$ cat config.mk
export PLATFORM = sky130hd
export DESIGN_NAME = mrt_poly_normalize
export DESIGN_NICKNAME = d
export VERILOG_FILES = /design/src/rtl/mrt_pkg.sv /design/src/rtl/mrt_norm_word_step.sv /design/src/rtl/mrt_poly_normalize.sv
export SDC_FILE = /design/constraint.sdc
export NUM_CORES = 2
export LEC_CHECK = 0
export CORE_AREA = 2 2 286 288
export DETAILED_ROUTE_END_ITERATION = 8
export DIE_AREA = 0 0 288 290
export HOLD_SLACK_MARGIN = 0.05
export SLEW_MARGIN = 30
export SYNTH_ARGS = -nofsm -noshare
export SYNTH_HDL_FRONTEND = slang
export SYNTH_SLANG_ARGS = --single-unit
$ cat constraint.sdc
create_clock -name clk -period 8 [get_ports clk]
set_input_delay 0.8 -clock clk [delete_from_list [all_inputs] [get_ports clk]]
set_output_delay 0.8 -clock clk [all_outputs]
set_load 0.02 [all_outputs]
$ cat src/rtl/mrt_pkg.sv
// ============================================================================
// Module   : mrt_pkg
// Brief    : Shared Minroot sizing, modulus, polynomial type and normaliser
//            state encoding.
// Revision : 1.0 - initial release
// ============================================================================
`default_nettype none

package mrt_pkg;

  localparam int NumCoeffs = 10;
  localparam int WordBits  = 16;
  localparam int CoeffBits = 20;
  localparam int MaxCoeffs = 2 * NumCoeffs;

  localparam logic [NumCoeffs*WordBits-1:0] Modulus =
    160'h8f3a_1c57_0e91_ffff_2b6d_9e01_7755_aa33_0001_4c2d;

  typedef logic [MaxCoeffs*CoeffBits-1:0] poly_2x_t;

  typedef enum logic [1:0] {
    IDLE = 2'd0,
    RUN  = 2'd1,
    DONE = 2'd2
  } norm_state_e;

  // Width of the running carry between coefficient positions.
  function automatic int carry_bits(input int coeff_bits, input int word_bits);
    return coeff_bits - word_bits + 1;
  endfunction

endpackage

`default_nettype wire

$ cat src/rtl/mrt_norm_word_step.sv
// ============================================================================
// Module   : mrt_norm_word_step
// Brief    : One coefficient of carry propagation (coeff + carry -> word,
//            carry); with MRT_NORMALIZE_MOD_CMP_EN also one borrow step of the
//            serial modulus subtract.
// Revision : 1.0 - initial release
// ============================================================================
`default_nettype none

module mrt_norm_word_step #(
  parameter int WordBits  = 16,
  parameter int CoeffBits = 20,
  parameter int CarryBits = CoeffBits - WordBits + 1
) (
  input  logic [CoeffBits-1:0] coeff,
  input  logic [CarryBits-1:0] carry_in,
  output logic [WordBits-1:0]  word,
  output logic [CarryBits-1:0] carry_out
`ifdef MRT_NORMALIZE_MOD_CMP_EN
  ,
  input  logic [WordBits-1:0]  mod_word,
  input  logic                 borrow_in,
  output logic                 borrow_out
`endif
);

  logic [CoeffBits:0] w_sum;

  // The sum top slice is exactly CarryBits wide, so nothing is dropped.
  assign w_sum     = {1'b0, coeff} + (CoeffBits + 1)'(carry_in);
  assign word      = w_sum[WordBits-1:0];
  assign carry_out = w_sum[CoeffBits:WordBits];

`ifdef MRT_NORMALIZE_MOD_CMP_EN
  assign borrow_out = ({1'b0, word} < ({1'b0, mod_word} + (WordBits + 1)'(borrow_in)));
`endif

endmodule

`default_nettype wire

$ cat src/rtl/mrt_poly_normalize.sv
// ============================================================================
// Module   : mrt_poly_normalize
// Brief    : Serial redundant-polynomial to canonical-integer normaliser,
//            LSB coefficient first, 1x or 2x width per transaction.
//            Optional MRT_NORMALIZE_MOD_CMP_EN adds ge_mod_o (result >= Modulus).
// Revision : 1.0 - initial release
// ============================================================================
`default_nettype none

module mrt_poly_normalize #(
  parameter int NumCoeffs  = mrt_pkg::NumCoeffs,
  parameter int WordBits   = mrt_pkg::WordBits,
  parameter int CoeffBits  = mrt_pkg::CoeffBits,
  parameter int MaxCoeffs  = 2 * NumCoeffs,
  localparam int CarryBits = mrt_pkg::carry_bits(CoeffBits, WordBits)
) (
  input  logic                          clk,
  input  logic                          reset,
  input  logic                          in_valid_i,
  output logic                          in_ready_o,
  input  logic                          mode_2x_i,
  input  logic [MaxCoeffs*CoeffBits-1:0] poly_i,
  output logic                          out_valid_o,
  input  logic                          out_ready_i,
  output logic [MaxCoeffs*WordBits-1:0] int_o,
  output logic [CarryBits-1:0]          carry_o,
  output logic                          mode_2x_o
`ifdef MRT_NORMALIZE_MOD_CMP_EN
  ,
  output logic                          ge_mod_o
`endif
);

  import mrt_pkg::*;

  localparam int IdxBits = $clog2(MaxCoeffs);
  localparam logic [IdxBits-1:0] c_last_1x = IdxBits'(NumCoeffs - 1);
  localparam logic [IdxBits-1:0] c_last_2x = IdxBits'(MaxCoeffs - 1);

  generate
    if (CoeffBits > 2 * WordBits || CoeffBits < WordBits) begin : g_bad_widths
      $error("mrt_poly_normalize: CoeffBits must lie within [WordBits, 2*WordBits]");
    end
  endgenerate

  norm_state_e                   r_state;
  norm_state_e                   w_state_nxt;
  logic [IdxBits-1:0]            r_idx;
  logic [CarryBits-1:0]          r_carry;
  logic [MaxCoeffs*CoeffBits-1:0] r_poly;
  logic                          r_mode;
  logic [MaxCoeffs*WordBits-1:0] r_int;
  logic [CarryBits-1:0]          r_carry_out;

  logic                          w_accept;
  logic                          w_run;
  logic                          w_last;
  logic [CoeffBits-1:0]          w_coeff;
  logic [WordBits-1:0]           w_word;
  logic [CarryBits-1:0]          w_carry_nxt;

  assign w_coeff = r_poly[int'(r_idx)*CoeffBits +: CoeffBits];
  assign w_last  = (r_idx == (r_mode ? c_last_2x : c_last_1x));

`ifdef MRT_NORMALIZE_MOD_CMP_EN
  logic                r_borrow;
  logic                r_ge;
  logic                w_borrow_nxt;
  logic [WordBits-1:0] w_mod_word;

  // Modulus word for the current index; only meaningful in 1x.
  always_comb begin
    w_mod_word = '0;
    for (int k = 0; k < NumCoeffs; k++) begin
      if (int'(r_idx) == k) w_mod_word = Modulus[k*WordBits +: WordBits];
    end
  end
`endif

  mrt_norm_word_step #(
    .WordBits  (WordBits),
    .CoeffBits (CoeffBits),
    .CarryBits (CarryBits)
  ) u_step (
    .coeff     (w_coeff),
    .carry_in  (r_carry),
    .word      (w_word),
    .carry_out (w_carry_nxt)
`ifdef MRT_NORMALIZE_MOD_CMP_EN
    ,
    .mod_word  (w_mod_word),
    .borrow_in (r_borrow),
    .borrow_out(w_borrow_nxt)
`endif
  );

  always_ff @(posedge clk) begin
    if (reset) r_state <= IDLE;
    else       r_state <= w_state_nxt;
  end

  always_comb begin
    w_state_nxt = r_state;
    in_ready_o  = 1'b0;
    out_valid_o = 1'b0;
    w_accept    = 1'b0;
    w_run       = 1'b0;
    case (r_state)
      IDLE: begin
        in_ready_o = 1'b1;
        if (in_valid_i) begin
          w_accept    = 1'b1;
          w_state_nxt = RUN;
        end
      end
      RUN: begin
        w_run = 1'b1;
        if (w_last) w_state_nxt = DONE;
      end
      DONE: begin
        out_valid_o = 1'b1;
        if (out_ready_i) w_state_nxt = IDLE;
      end
      default: w_state_nxt = IDLE;
    endcase
  end

  always_ff @(posedge clk) begin
    if (reset) begin
      r_idx       <= '0;
      r_carry     <= '0;
      r_poly      <= '0;
      r_mode      <= 1'b0;
      r_int       <= '0;
      r_carry_out <= '0;
    end else if (w_accept) begin
      r_idx       <= '0;
      r_carry     <= '0;
      r_poly      <= poly_i;
      r_mode      <= mode_2x_i;
      r_int       <= '0;
      r_carry_out <= '0;
    end else if (w_run) begin
      r_int[int'(r_idx)*WordBits +: WordBits] <= w_word;
      r_carry <= w_carry_nxt;
      r_idx   <= r_idx + IdxBits'(1);
      if (w_last) r_carry_out <= w_carry_nxt;
    end
  end

`ifdef MRT_NORMALIZE_MOD_CMP_EN
  // Result >= Modulus when it overflowed the 1x width or the subtract ended without borrow.
  always_ff @(posedge clk) begin
    if (reset || w_accept) begin
      r_borrow <= 1'b0;
      r_ge     <= 1'b0;
    end else if (w_run) begin
      r_borrow <= w_borrow_nxt;
      if (w_last) r_ge <= !r_mode && ((w_carry_nxt != '0) || !w_borrow_nxt);
    end
  end

  assign ge_mod_o = r_ge;
`endif

  assign int_o     = r_int;
  assign carry_o   = r_carry_out;
  assign mode_2x_o = r_mode;

endmodule

`default_nettype wire

[Yosys cells after proc, flatten, opt, wreduce, memory -nomap -nowiden]
Cells that the tools add are included.
Word-level totals
  register bits after elaboration: 738
Operators by class
  add/sub/neg operators: 3
  multipliers: 1
  equal/unequal tests: 6
  shift operators: 3
  multiplexer cells: 11
  reductions and logical operators: 4
Operator list (number)
  400-bit by 11-bit variable part select with 20-bit output: 1
  320-bit bitwise mux: 1
  16-bit by 33-bit variable shift with 320-bit output (first input constant): 1
  16-bit by 33-bit variable part select with 320-bit output: 1
  9-bit negation with 33-bit output: 1
  20-bit by 5-bit adder with 21-bit output: 1
  5-bit by 3-bit multiplier with 8-bit output (second input constant): 1
  2-bit two-way mux: 3
  2-bit != test (second input constant): 3
  2-bit case mux with 3 select lines: 1
  5-bit by 1-bit adder with 5-bit output (second input constant): 1
  5-bit equality test: 1
  1-bit two-way mux: 5
  5-bit two-way mux: 1
  3-bit AND reduction: 1
  2-bit by 1-bit equality test with 1-bit output (second input constant): 1
  2-bit equality test (second input constant): 1
  2-bit zero test: 1
  2-bit AND reduction: 1
  2-bit OR reduction: 1

[Depth between registers and ports, before layout]
  depth after elaboration: 5
  gate-level depth with buffers: 22
  mapped depth without buffers: 13

[Hierarchy]
A second synthesis with hierarchy kept.
Unflattened totals
  cells, all modules: 3573
  area, all modules: 31103.6 sq um
Modules (own cells, without submodules)
  mrt_poly_normalize: instances 1, cells an instance 3505, area each 30569.3 sq um
  mrt_norm_word_step: instances 1, cells an instance 68, area each 534.3 sq um

[Worst setup path after synthesis]
No wires, ideal clock.
  kind: register to register
  from: reg r_idx[0]
  to: reg r_int[182], in the netlist int_o[182]
  library setup time: 101 ps
  data arrival time: 4895 ps
  data required time: 7899 ps
  setup slack: 3004 ps
  stages on the path, launching flop included: 21
  buffers on the path: 7
  cell sequence: dfxtp_1 buf_6 buf_6 buf_6 buf_6 buf_6 buf_2 mux4_2 mux4_2 a22o_1 ha_1 fa_1 a21o_1 a21oi_1 nor2b_1 or2_2 o21ai_0 o21a_1 nand2_1 clkbuf_1 o41ai_1
On the way
  word-level cells in the longest chain between the ends: 5
Ends and longest elaborated chain
  start: declaration: line mrt_poly_normalize.sv:48  | logic [IdxBits-1:0] r_idx;
  start signal: assignment: line mrt_poly_normalize.sv:146  | r_idx <= r_idx + IdxBits'(1);
  5-bit by 3-bit multiplier with 8-bit output: line mrt_poly_normalize.sv:62  | assign w_coeff = r_poly[int'(r_idx)*CoeffBits +: CoeffBits];
  400-bit by 11-bit variable part select with 20-bit output: line mrt_poly_normalize.sv:62
  20-bit by 5-bit adder with 21-bit output: line mrt_norm_word_step.sv:30  | assign w_sum = {1'b0, coeff} + (CoeffBits + 1)'(carry_in);
  16-bit by 33-bit variable part select with 320-bit output: line mrt_poly_normalize.sv:144  | r_int[int'(r_idx)*WordBits +: WordBits] <= w_word;
  320-bit bitwise mux *: line mrt_poly_normalize.sv:144
  end signal: indexed assignment: line mrt_poly_normalize.sv:144
  end: declaration: line mrt_poly_normalize.sv:52  | logic [MaxCoeffs*WordBits-1:0] r_int;
Every way passes the cells marked *; elsewhere a longest branch is shown, timed or not.
A chain may end at the register's enable or synchronous reset.

[Final worst setup path]
  from: reg r_idx[0]
  to: reg r_int[279], in the netlist int_o[279]
The elaborated chain is that of the path after synthesis.

==> out/qor.csv <==
stage,metric,value,unit
placed_design,Placer Congestion,0.876,
critical_path,"Top cell by count, worst path",mux4_2,
clock_network,CTS resizes,0,
final_layout,fraction of layout cells with a size suffix above 1,0.0738,
clock_network,CTS Root Cell,clkbuf_16,
critical_path,Buf/Inv on CP,2,
critical_path,critical path's slowest cell,dfxtp_4,
sta,Worst Max-Slew Pin Slew,1010,ps
sta,skew final,22.3,ps
sta,fin crit period,5340,ps
power_and_ir_drop,Power Internal,6.35,mW
logic_synthesis,Post-synth EDFFs,0,
critical_path,Worst Setup Start Kind,flip-flop,
global_route,vias in the first global route,26520,
power_and_ir_drop,share of power burned in registers,0.456,
floorplanning,die area,83500,µm²
clock_network,Num CTS Buffers,82,
logic_synthesis,post-synth top area cell,dfxtp_1,
critical_path,Critical Path Fanout Max,34,
sta,"Slew Viols, Final",0,
clock_network,"Clk Latency, worst-skew pair",650,ps
final_layout,final-layout fill cell count,7897,
global_route,initial antenna violation count,16,
detailed_routing,number of remaining DRC errors,0,
global_route,first-pass GRT wire length,176000,µm
placed_design,PortBufs,732,
critical_path,critical path's largest stage delay,780,ps
power_and_ir_drop,clock share of power,0.449,
power_and_ir_drop,Pwr Density,209,nW/µm²
logic_synthesis,number of synthesized register bits,738,
critical_path,CP endpoint kind,flip-flop,
logic_synthesis,Syn Inst Count,3642,
logic_synthesis,"Cell Area, Synth",30000,µm²
detailed_routing,"wirelength, routed",122000,µm
logic_synthesis,Avg Inst Size Synth,8.24,µm²
run,MaxCap Viol Count,0,
final_layout,Layout area overhead,35.2,%
logic_synthesis,ys async rst share,0,
clock_network,Longest Clk Path Bufs,3,
logic_synthesis,post-synth top area share,0.492,
sta,RSZ-0062 raised after global routing,no,
clock_network,CTS tree,built,
clock_network,"Reg clk slew, reported paths",60,ps
power_and_ir_drop,Net Switching,2.13,mW
detailed_routing,vias,28216,
detailed_routing,post-route antenna net violation count,0,
logic_synthesis,Post-synth top flop,dfxtp_1,
logic_synthesis,largest cells by area after synthesis,"dfxtp_1, nand2_1, a21oi_1",
critical_path,CP Class,flip-flop to flip-flop,
clock_network,CTS sink count,738,
sta,final period utilization,0.668,
clock_network,"Setup Fix Bufs, Post-CTS",0,
sta,worst rel slew slack,0.324,
power_and_ir_drop,Switching Fraction,0.251,
placed_design,DP HPWL,88800,µm
floorplanning,row count,104,
final_layout,"commonest cells after routing, fill and taps aside","nand2_1, dfxtp_1, clkdlybuf4s50_1",
critical_path,crit path cell chain,"buf_4, mux4_2, mux4_2, a22o_1, ha_1, inv_1, o21bai_1, a21o_1, o21ai_1, xnor2_2, nand2_1, o41ai_1",
power_and_ir_drop,VDD IR-drop max,0.140,mV
sta,final setup vio count,0,
global_route,GRT Util Overall,0.282,
sta,"Worst Setup Slack, final",2660,ps
clock_network,H-Tree Depth,3,
detailed_routing,first drt pass iteration count,5,
detailed_routing,drt wl/cell,22.9,µm
global_route,largest net degree at the start of global routing,220,
sta,fmax,187,MHz
floorplanning,die width,288,µm
power_and_ir_drop,Logic pwr share,0.096,
logic_synthesis,Yosys warnings,0,
global_route,GR Overflow Total,0,
critical_path,worst endpoint required time,8530,ps
sta,Post-Route Setup TNS,0,ps
logic_synthesis,library cells used by synthesis,72,
run_status,run status,finished clean,
critical_path,cell family with most CP delay,compound AO/OA/AOI/OAI gates,
final_layout,Layout Nets,4622,
sta,number of hold violations in the final report,0,
logic_synthesis,post-synth net total,4056,
power_and_ir_drop,Leakage,13.8,nW
floorplanning,# IOs,733,
critical_path,CP arrival,5870,ps
floorplanning,die height,290,µm
clock_network,hold_buf cts,0,
detailed_routing,DRT iter0 DRCs,2473,
floorplanning,core area,80200,µm²
final_layout,"most common cell after layout, fill and taps aside",nand2_1,
logic_synthesis,"Seq/Total Area, Yosys",0.492,
worst_hold_path,Min-Delay Path Class,flip-flop to flip-flop,
sta,hold slack final,449,ps
detailed_routing,vias per cell,5.28,
floorplanning,Initial Util,0.374,
placed_design,dpl ws,2540,ps
-- layer usage --
metal / share of wire / GRT usage
met5: 0.00047 / 0
met4: 0.033 / 0.108
met3: 0.071 / 0.0524
met2: 0.50 / 0.484
met1: 0.40 / 0.348
-- flip-flops by register name (all words and copies together) (netlist names) --
| name | count |
|---|---|
| r_poly | 400 |
| int_o | 320 |
| carry_o | 5 |
| r_carry | 5 |
| r_idx | 5 |
| r_state | 2 |
| mode_2x_o | 1 |
-- cells by family (layout without fill, tap and decap cells) --
group / count (synthesis) / in the layout / synth area share
flip-flops: 738 / 738 / 0.492
buffers and inverters: 301 / 929 / 0.0457
AND/OR/NAND/NOR: 1651 / 1651 / 0.227
adder cells (fa/ha/maj): 9 / 9 / 0.00400
other: 0 / 12 / 0
multiplexers: 143 / 143 / 0.0835
AO/OA/AOI/OAI: 784 / 784 / 0.142
XOR/XNOR: 16 / 16 / 0.00492
-- power groups by stage --
stage	combinational [mW]	sequential [mW]	clock (mW)
global route	0.874	3.88	4.02
floorplan	0.435	3.92	0
CTS	0.809	3.86	3.87
detailed placement	0.807	3.94	0
finish	0.810	3.87	3.81
global placement	0.802	3.94	0
-- cells in the mapped netlist (4+ instances only) --
cell type and count:
a22o_1 8, inv_1 7, mux2i_1 52, o21ai_1 9, a22oi_1 15, mux2_2 6, clkbuf_1 228, nor3b_1 4
o31ai_1 7, and2_1 8, buf_2 26, buf_4 8, nor3_1 40, or4_1 5, mux4_2 84, buf_1 11
ha_1 8, nand2b_1 6, xor2_1 7, a21oi_1 629, or2_2 4, and3_1 8, buf_6 18, o21ai_0 69
xnor2_1 8, nor4_1 13, nand4_1 31, nor2_1 100, or3_1 15, nor2b_1 9, nand3_1 177, o41ai_1 9
nand2_1 1218, dfxtp_1 738
-- tightest hold or removal path, stage by stage, from the launching register on --
cell and delay [ps]:
dfxtp_1 300, nand2_1 50, a21oi_1 50
-- cell type report --
type	instances	area [µm²]	area share
timing repair buffer	776	7730	0.191
clock inverter	27	330	0.00814
clock buffer	119	2370	0.0584
multi-input combinational	2603	14000	0.344
inverter	7	26.3	0.000648
sequential	738	14800	0.364
antenna	12	30.0	0.000740
tap	1060	1330	0.0327
-- metrics by stage --
step | util | area [µm²] | power, mW | instances
2_1_floorplan | - | 30000 | 4.35 | 3642
3_3_place_gp | 0.471 | 37700 | 4.74 | 5183
3_5_place_dp | 0.471 | 37800 | 4.75 | 5183
4_1_cts | 0.505 | 40500 | 8.54 | 5329
5_1_grt | 0.506 | 40600 | 8.77 | 5341
6_report | 0.506 | 40600 | 8.48 | 5342
-- path summary, 6_finish.rpt --
check / depth (start not counted) / startpoint / slack (ps) / endpoint
setup reg to reg: 12 / r_idx[0] / 2660 / int_o[279]
hold / removal: 2 / int_o[9] / 450 / int_o[9]
setup / recovery: 12 / r_idx[0] / 2660 / int_o[279]
hold reg to reg: 2 / int_o[9] / 450 / int_o[9]
(Power assumes the default switching activity.)
